==> config.mk <==
export PLATFORM = sky130hd
export DESIGN_NAME = hazard_scoreboard
export DESIGN_NICKNAME = d
export VERILOG_FILES = /design/src/rtl/hazard_scoreboard_pkg.sv /design/src/rtl/hazard_scoreboard_sat_dec_shift.sv /design/src/rtl/hazard_scoreboard.sv
export SDC_FILE = /design/constraint.sdc
export NUM_CORES = 1
export LEC_CHECK = 0
export BUFFER_PORTS_ARGS = -buffer_cell sky130_fd_sc_hd__buf_2
export CAP_MARGIN = 20
export CORE_MARGIN = 4
export CORE_UTILIZATION = 55
export DETAILED_ROUTE_END_ITERATION = 16
export HOLD_SLACK_MARGIN = 0.12
export PLACE_DENSITY = 0.89
export SYNTH_ARGS = -nofsm -noshare
export SYNTH_HDL_FRONTEND = slang
export SYNTH_SLANG_ARGS = --single-unit
==> constraint.sdc <==
create_clock -name clk -period 7.5 [get_ports clk]
set_input_delay 0.75 -clock clk [delete_from_list [all_inputs] [get_ports clk]]
set_output_delay 0.75 -clock clk [all_outputs]
set_load 0.02 [all_outputs]
==> src/rtl/hazard_scoreboard_pkg.sv <==
// Shared constants for the hazard scoreboard: default field width, unused-Tuse code, forwarding stage indices.
// Latency: n/a (constants only).
// Backpressure: n/a.
package hazard_scoreboard_pkg;

  // Default width of the Tuse/Tnew decode fields.
  localparam int T_W_DEF   = 3;

  // Tuse code the decoder emits for an operand the instruction never reads.
  localparam int TUSE_NONE = 4;

  // Forwarding select values: register file, then shadow stages E, M, W.
  localparam int FS_RF     = 0;
  localparam int FS_E      = 1;
  localparam int FS_M      = 2;
  localparam int FS_W      = 3;

endpackage

==> src/rtl/hazard_scoreboard_sat_dec_shift.sv <==
// One shadow-pipeline stage: holds an in-flight producer {dst, tnew, hilo_start}.
// Latency: 1 cycle; tnew is decremented (saturating at 0) as it is captured.
// Backpressure: none, captures every edge; reset or clear_i zeroes the entry.
module hazard_scoreboard_sat_dec_shift
  import hazard_scoreboard_pkg::*;
#(
  parameter int T_W = T_W_DEF
) (
  input  logic           clk,
  input  logic           reset,
  input  logic           clear_i,
  input  logic [4:0]     dst_i,
  input  logic [T_W-1:0] tnew_i,
  input  logic           hilo_i,
  output logic [4:0]     dst_o,
  output logic [T_W-1:0] tnew_o,
  output logic           hilo_o
);

  logic [4:0]     dst_q;
  logic [T_W-1:0] tnew_q;
  logic [T_W-1:0] tnew_d;
  logic           hilo_q;

  // Count one cycle closer to availability; a ready result stays at 0.
  always_comb begin
    tnew_d = (tnew_i == '0) ? '0 : tnew_i - T_W'(1);
  end

  // Shift the producer in every edge; reset and flush both kill it.
  always_ff @(posedge clk) begin
    if (reset || clear_i) begin
      dst_q  <= 5'd0;
      tnew_q <= '0;
      hilo_q <= 1'b0;
    end else begin
      dst_q  <= dst_i;
      tnew_q <= tnew_d;
      hilo_q <= hilo_i;
    end
  end

  assign dst_o  = dst_q;
  assign tnew_o = tnew_q;
  assign hilo_o = hilo_q;

endmodule

==> src/rtl/hazard_scoreboard.sv <==
// Tuse/Tnew hazard scoreboard: tracks in-flight producers after D, drives stall and operand forwarding selects.
// Latency: stall/fwd are combinational on D-stage fields; shadow state advances one stage per edge.
// Backpressure: stall freezes PC and F/D and turns the E load into a bubble; the shadow pipe itself never stalls.
module hazard_scoreboard
  import hazard_scoreboard_pkg::*;
#(
  parameter int STAGES      = 3,
  parameter int T_W         = T_W_DEF,
  parameter int MULT_CYCLES = 5,
  parameter int DIV_CYCLES  = 10,
  parameter int FS_W        = $clog2(STAGES + 1)
) (
  input  logic            clk,
  input  logic            reset,
  input  logic            flush,
  input  logic            d_valid,
  input  logic [4:0]      d_rs,
  input  logic [4:0]      d_rt,
  input  logic [T_W-1:0]  d_tuse_rs,
  input  logic [T_W-1:0]  d_tuse_rt,
  input  logic            d_regwrite,
  input  logic [4:0]      d_dst,
  input  logic [T_W-1:0]  d_tnew,
  input  logic            d_ishilo,
  input  logic            d_muldiv,
  input  logic            d_isdiv,
  output logic            stall,
  output logic [FS_W-1:0] fwd_rs,
  output logic [FS_W-1:0] fwd_rt,
  output logic            muldiv_busy,
  output logic [T_W-1:0]  e_tnew
);

  localparam int MAX_CYCLES = (DIV_CYCLES > MULT_CYCLES) ? DIV_CYCLES : MULT_CYCLES;
  localparam int CNT_W      = $clog2(MAX_CYCLES + 1);

  // Shadow entries, index 1 = E.
  logic [4:0]       dst_q  [1:STAGES];
  logic [T_W-1:0]   tnew_q [1:STAGES];
  logic             hilo_q [1:STAGES];

  logic             accept;
  logic [4:0]       ld_dst;
  logic [T_W-1:0]   ld_tnew;
  logic             ld_hilo;
  logic             data_hz;
  logic             hilo_hz;
  logic [CNT_W-1:0] cnt_q;
  logic [CNT_W-1:0] cnt_d;

  // An instruction leaves D only when it is real, not held back and not being flushed.
  assign accept = d_valid & ~stall & ~flush;

  // Build the E-stage entry; anything not accepted enters as an all-zero bubble.
  always_comb begin
    ld_dst  = (accept & d_regwrite) ? d_dst : 5'd0;
    ld_tnew = accept ? d_tnew : '0;
    ld_hilo = accept & d_muldiv;
  end

  for (genvar g = 1; g <= STAGES; g++) begin : g_stage
    if (g == 1) begin : g_head
      hazard_scoreboard_sat_dec_shift #(.T_W(T_W)) u_stage (
        .clk     (clk),
        .reset   (reset),
        .clear_i (flush),
        .dst_i   (ld_dst),
        .tnew_i  (ld_tnew),
        .hilo_i  (ld_hilo),
        .dst_o   (dst_q[g]),
        .tnew_o  (tnew_q[g]),
        .hilo_o  (hilo_q[g])
      );
    end else begin : g_tail
      hazard_scoreboard_sat_dec_shift #(.T_W(T_W)) u_stage (
        .clk     (clk),
        .reset   (reset),
        .clear_i (flush),
        .dst_i   (dst_q[g-1]),
        .tnew_i  (tnew_q[g-1]),
        .hilo_i  (hilo_q[g-1]),
        .dst_o   (dst_q[g]),
        .tnew_o  (tnew_q[g]),
        .hilo_o  (hilo_q[g])
      );
    end
  end

  // Data hazard: a producer of a read operand whose result lands later than the operand is needed.
  // Tuse values at or beyond STAGES mark an operand the instruction does not read.
  always_comb begin
    data_hz = 1'b0;
    for (int i = 1; i <= STAGES; i++) begin
      if (dst_q[i] != 5'd0) begin
        if (dst_q[i] == d_rs && int'(d_tuse_rs) < STAGES && tnew_q[i] > d_tuse_rs) data_hz = 1'b1;
        if (dst_q[i] == d_rt && int'(d_tuse_rt) < STAGES && tnew_q[i] > d_tuse_rt) data_hz = 1'b1;
      end
    end
  end

  assign hilo_hz = d_ishilo & muldiv_busy;
  assign stall   = d_valid & (data_hz | hilo_hz);

  // Forward from the youngest stage holding a ready result; scanning oldest-first lets younger ones override.
  always_comb begin
    fwd_rs = FS_W'(FS_RF);
    fwd_rt = FS_W'(FS_RF);
    for (int i = STAGES; i >= 1; i--) begin
      if (dst_q[i] != 5'd0 && tnew_q[i] == '0) begin
        if (dst_q[i] == d_rs) fwd_rs = FS_W'(i);
        if (dst_q[i] == d_rt) fwd_rt = FS_W'(i);
      end
    end
  end

  // Mul/div occupancy: load on issue into E, otherwise count down to idle.
  always_comb begin
    cnt_d = cnt_q;
    if (accept & d_muldiv) begin
      cnt_d = d_isdiv ? CNT_W'(DIV_CYCLES) : CNT_W'(MULT_CYCLES);
    end else if (cnt_q != '0) begin
      cnt_d = cnt_q - CNT_W'(1);
    end
  end

  // Busy counter survives flush so an already issued mul/div still completes.
  always_ff @(posedge clk) begin
    if (reset) cnt_q <= '0;
    else       cnt_q <= cnt_d;
  end

  assign muldiv_busy = (cnt_q != '0);
  assign e_tnew      = tnew_q[1];

endmodule

==> results.toml, run 1 <==
[finish]
drive_gt1_share_pct = 20.7
area_growth_syn_to_layout_pct = 15.3
utilization_pct = 67.7
stdcell_count = 321
nets = 334
design_area_mm2 = 0.00231
antennaDiodeCount = 0
fillers = 287

[cts]
clock_latency_ns = 0.34
cts_made_buffers = 3
cts_resized = 0
clock-sinks = 28
htreeDepth = 1
cts_hold_buf = 0
cts_tree = "done"
clockBufferDepth = 2
postCtsSetupBuffers = 0
clockRootBuffer = "clkbuf_4"
path_clk_slew_ns = 0.15

[critical_path]
path_class = "input pin to output pin"
critPathRequiredTime_ns = 6.75
critPathTopFamily = "simple AND/OR/NAND/NOR gates"
crit_chain = "buf_2, xor2_1, nor3_1, nand3_1, or4_1, nand3_1, nor2_1, nor2_1, buf_2"
rr_startpoint = "g_stage[1].g_head.u_stage.tnew_o[0]"
crit_path_max_incr_delay_ns = 0.59
startpoint = "d_rt[2]"
crit_fanout = 3
cp_num_buf_inv = 2
worstPathArrival_ns = 2.48
startpoint_type = "input pin"
end_kind = "output pin"
cp_slowest_cell = "or4_1"

[power]
ir_worst_vdd_uv = 175
p_sw_share_pct = 33.7
power_frac_seq_pct = 41.0
comb_power_share_pct = 35.1
p_sw_w = 0.000142
p_clk_share_pct = 23.8
p_per_area_mw_per_mm2 = 182
leakage_nw = 1.13
p_int_w = 0.000279

[detailed_routing]
drt_iter0_drc = 110
drt-total-wl_um = 4690
drcViolationCount = 0
routedWlPerCell_um = 14.6
first_pass_iters = 4
vias_per_cell = 5.45
vias = 1749
drtAntennaViolNets = 0

[sta]
timing.setup.tns_ns = 0
finClkSkew_ns = 0.00329
tightest_slew_ns = 0.746
slew_viol_final = 0
hold_violations = 0
rsz0062_at_grt = "no"
clock.fmax_mhz = 310
setup-violations-final = 0
relSlewSlack_pct = 50.1
period_minus_slack_ns = 3.23
setup_ws_ns = 4.27
post-route-period-util_pct = 43.0

[job]
cap_violations = 0

[global_route]
grt_util_met3_pct = 2.30
grt_start_max_net_pins = 17
busiest_layer = "met2"
grt_pass1_vias = 1721
grt_overflow_total = 0
use_met1_pct = 27.1
antenna_found_initial = 0
use_met2_pct = 38.3
track_usage_pct = 22.1
grt_pass1_wl_um = 7650

[synthesis]
ys_seq_elements = 28
syn_nets = 290
ys_types = 41
ys_seq_area_share_pct = 28.0
async_flop_share_pct = 0
synth_edf_count = 0
syn-cell-area_mm2 = 0.00200
synth_warnings = 0
netlist_instances = 232
synthFlopType = "dfxtp_1"
avgSynthCellArea_um2 = 8.64

[die]
die_w_um = 68.4
dieArea_mm2 = 0.00467
core_area_mm2 = 0.00342
boundaryPins = 41
start_util_pct = 58.7
die_h_um = 68.4
num_rows = 21

[min_path]
hp-class = "flop to flop"
hp-start = "g_stage[2].g_tail.u_stage.tnew_o[0]"

[placed_design]
port_buffers = 40
globalplace.congestion = 0.800
place_area_mm2 = 0.00226
hpwl_um = 3870
preCtsSetupSlack_ns = 4.28
dp.cells = 317

[status]
run_status = "finished clean"
state kept, by name, summed over array words and instances, names as in the netlist:
register / flops
g_stage.g_head.u_stage.tnew_o: 3
g_stage.g_tail.u_stage.tnew_o: 6
g_stage.g_tail.u_stage.dst_o: 10
g_stage.g_head.u_stage.dst_o: 5
cnt_q: 4
cell usage after synthesis (all sizes together) (3+ instances only):
cell,number,area (um^2)
ha,26,325
or3,3,25.0
a21o,4,30.0
xor2,17,149
nor3,10,55.1
o21ai,6,30.0
nand3,14,70.1
dfxtp,28,561
nor2,21,83.8
or4,5,45.0
and3,5,31.3
and2,11,70.1
nand2,14,52.6
o21a,3,22.5
xnor2,15,131
inv,19,71.3
a21oi,7,35.0
final timing paths:
path,to,slack [ns],cells past startpoint
hold / removal,g_stage[3].g_tail.u_stage.tnew_o[0],0.45,1
hold reg to reg,g_stage[3].g_tail.u_stage.tnew_o[0],0.45,1
setup / recovery,stall,4.27,9
setup reg to reg,g_stage[1].g_head.u_stage.tnew_o[2],4.83,12
layer usage:
metal	routed length (um)	part of all wire, %
met1	2050	44
met5	0	0
met3	227	4.8
met4	135	2.9
met2	2270	48
layout make-up:
cell class,count,area [um^2],area share [%]
clock inverters,1,30.0,1.30
well taps,46,57.6,2.49
clock buffers,3,22.5,0.975
inverters,20,76.3,3.30
repair buffers,40,200,8.66
multi-input cells,183,1360,59.0
flip-flops and latches,28,561,24.3
cells in the final DEF (no fill, tap or decap), drive strengths merged, types with 3 or more instances in the layout:
| cell type | instances |
|---|---|
| inv | 19 |
| o21a | 3 |
| or3 | 3 |
| xor2 | 17 |
| nand3 | 14 |
| and2 | 11 |
| clkbuf | 3 |
| or4 | 5 |
| a21oi | 7 |
| buf | 40 |
| o21ai | 6 |
| nor3 | 10 |
| a21o | 4 |
| nand2 | 14 |
| xnor2 | 15 |
| ha | 26 |
| nor2 | 21 |
| dfxtp | 28 |
| and3 | 5 |
cell families (layout without fill, tap and decap cells):
kind of cell,count (synthesis),after routing,share of synthesized area [%]
adder cells (fa/ha/maj),26,26,16.2
XOR/XNOR,32,32,14.0
AO/OA/AOI/OAI,28,28,9.74
AND/OR/NAND/NOR,93,93,26.0
buffers and inverters,21,64,3.99
multiplexers,4,4,2.12
flip-flops,28,28,28.0
through the flow:
stage	hold WS, ns	total power, W
final	0.446	0.000421
after detailed placement	0.415	0.000322
after global placement	0.411	0.000315
after CTS	0.437	0.000423
after floorplan	0.393	0.000279
after global routing	0.486	0.000451
power by group through the flow:
stage                     combinational (W)  sequential, W  clock [W]
final                              0.000148       0.000173   0.000100
after global routing               0.000167       0.000174   0.000109
after CTS                          0.000148       0.000172   0.000103
after detailed placement           0.000147       0.000175          0
after global placement             0.000140       0.000175          0
after floorplan                    0.000105       0.000174          0
Note: power is estimated with default switching activity, not from simulation.
==> run 2: changes to the inputs <==
Clock period 7.5 ns to 3.2 ns, I/O delays scaled along.
==> run 2 against run 1 <==
- combinational power rose by 130%
- sequential power grew 130%
- via count decreased by 2.4%
- core utilization is 0.26 points lower
- critical path depth is 1 lower
- hold slack got worse by 0.27 ns
- global-route usage fell by 0.49 points
- count of clock-buffer cells in the layout rose by 1
==> results.toml, run 2 (synthesis results as in run 1) <==
[power]
total_power_w = 0.000918
leakage_nw = 1.13
ir_worst_vdd_uv = 555
p_per_area_mw_per_mm2 = 399

[die]
dieArea_mm2 = 0.00467
start_util_pct = 58.7
num_rows = 21
die_h_um = 68.4
boundaryPins = 41
core_area_mm2 = 0.00342
die_w_um = 68.4

[critical_path]
rr_worst_depth = 10
rr_startpoint = "g_stage[2].g_tail.u_stage.tnew_o[1]"
critPathRequiredTime_ns = 2.88
end_kind = "output pin"
path_class = "flop to output pin"
startpoint_type = "flop"
worstPathArrival_ns = 2.38
rr_endpoint = "g_stage[1].g_head.u_stage.tnew_o[2]"
crit_fanout = 4
rrSetupSlack_ns = 0.66

[placed_design]
port_buffers = 40
preCtsSetupSlack_ns = 0.518
hpwl_um = 3830
globalplace.congestion = 0.808
dp.cells = 318

[cts]
path_clk_slew_ns = 0.15
cts_resized = 0
clockBufferDepth = 2
clockRootBuffer = "clkbuf_4"
htreeDepth = 1
clock-sinks = 28
cts_hold_buf = 0
postCtsSetupBuffers = 0
clock_latency_ns = 0.32
cts_tree = "done"
cts_made_buffers = 3

[global_route]
grt_overflow_total = 0
grt_pass1_vias = 1694
track_usage_pct = 21.6
antenna_found_initial = 0
grt_pass1_wl_um = 7580
grt_start_max_net_pins = 16

[sta]
period_minus_slack_ns = 2.70
timing.setup.tns_ns = 0
relSlewSlack_pct = 51.4
finClkSkew_ns = 0.00152
tightest_slew_ns = 0.726
post-route-period-util_pct = 84.2
rsz0062_at_grt = "no"
setup_ws_ns = 0.504
clock.fmax_mhz = 371
setup-violations-final = 0
hold_violations = 0
slew_viol_final = 0

[detailed_routing]
drcViolationCount = 0
vias = 1707
vias_per_cell = 5.30
drtAntennaViolNets = 0
drt-total-wl_um = 4520
routedWlPerCell_um = 14.0
first_pass_iters = 4
drt_iter0_drc = 60

[finish]
area_growth_syn_to_layout_pct = 14.9
antennaDiodeCount = 0
final_common_cell = "buf_2"
utilization_pct = 67.4
nets = 335
largest_reg_flops = 10
stdcell_count = 322
layout_common_cells = "buf_2 (40), dfxtp_1 (28), ha_1 (26)"
drive_gt1_share_pct = 21.0

[min_path]
hp-class = "input pin to flop"
whs_path_depth = 2
hp-start = "d_tnew[0]"
hold_end = "g_stage[1].g_head.u_stage.tnew_o[0]"

[job]
cap_violations = 0

[status]
run_status = "finished clean"
run 2: cell types whose count changed in the layout (fill, tap and decap cells not counted):
cell / before / now
buf_4: 0 / 1
bufinv_16: 1 / 0
clkbuf_8: 0 / 1
run 2: worst max path at each step:
| stage | start | to | slack [ns] | cells after the start |
|---|---|---|---|---|
| 4_1_cts | g_stage[1].g_head.u_stage.dst_o[0] | stall | 0.50 | 8 |
| 3_3_place_gp | d_tuse_rt[1] | g_stage[1].g_head.u_stage.tnew_o[2] | 0.60 | 12 |
| 6_report | g_stage[1].g_head.u_stage.dst_o[0] | stall | 0.50 | 8 |
| 2_1_floorplan | d_tuse_rt[1] | g_stage[1].g_head.u_stage.tnew_o[2] | 0.70 | 11 |
| 5_1_grt | g_stage[1].g_head.u_stage.dst_o[0] | stall | 0.41 | 8 |
| 3_5_place_dp | d_tuse_rt[1] | g_stage[1].g_head.u_stage.tnew_o[2] | 0.52 | 12 |
run 2: area by class of cell:
cell class	count	area, um^2
multi-input combinational	183	1360
clock buffer	4	36.3
timing repair buffer	41	208
fill	295	1110
tap	46	57.6
inverter	20	76.3
sequential	28	561
run 2: where the power goes:
| part | internal, W | switching, W |
|---|---|---|
| logic | 0.000150 | 0.000192 |
| clock network | 0.0000696 | 0.000103 |
| registers | 0.000378 | 0.0000255 |
| total | 0.000598 | 0.000320 |
run 2: stage by stage:
step	instance area [um^2]	hold WS, ns
after global routing	2300	0.176
final	2300	0.177
after global placement	2270	0.411
after CTS	2300	0.166
after detailed placement	2270	0.414
after floorplan	2000	0.393
run 2: worst max-delay path: stages, from the launching register on:
cell     delay [ns]
dfxtp_1        0.39
xor2_1         0.19
nor3_1         0.19
nand3_1        0.18
or4_1          0.59
nand3_1        0.17
nor2_1         0.07
nor2_1         0.10
buf_2          0.17
run 2: routing by layer:
metal	up-vias	GRT usage (%)	part of all wire (%)
li1	890	-	-
met1	770	27.2	45
met2	45	38.6	50
met3	2	1.64	4.6
met4	0	6.70	0.44
met5	-	0	0
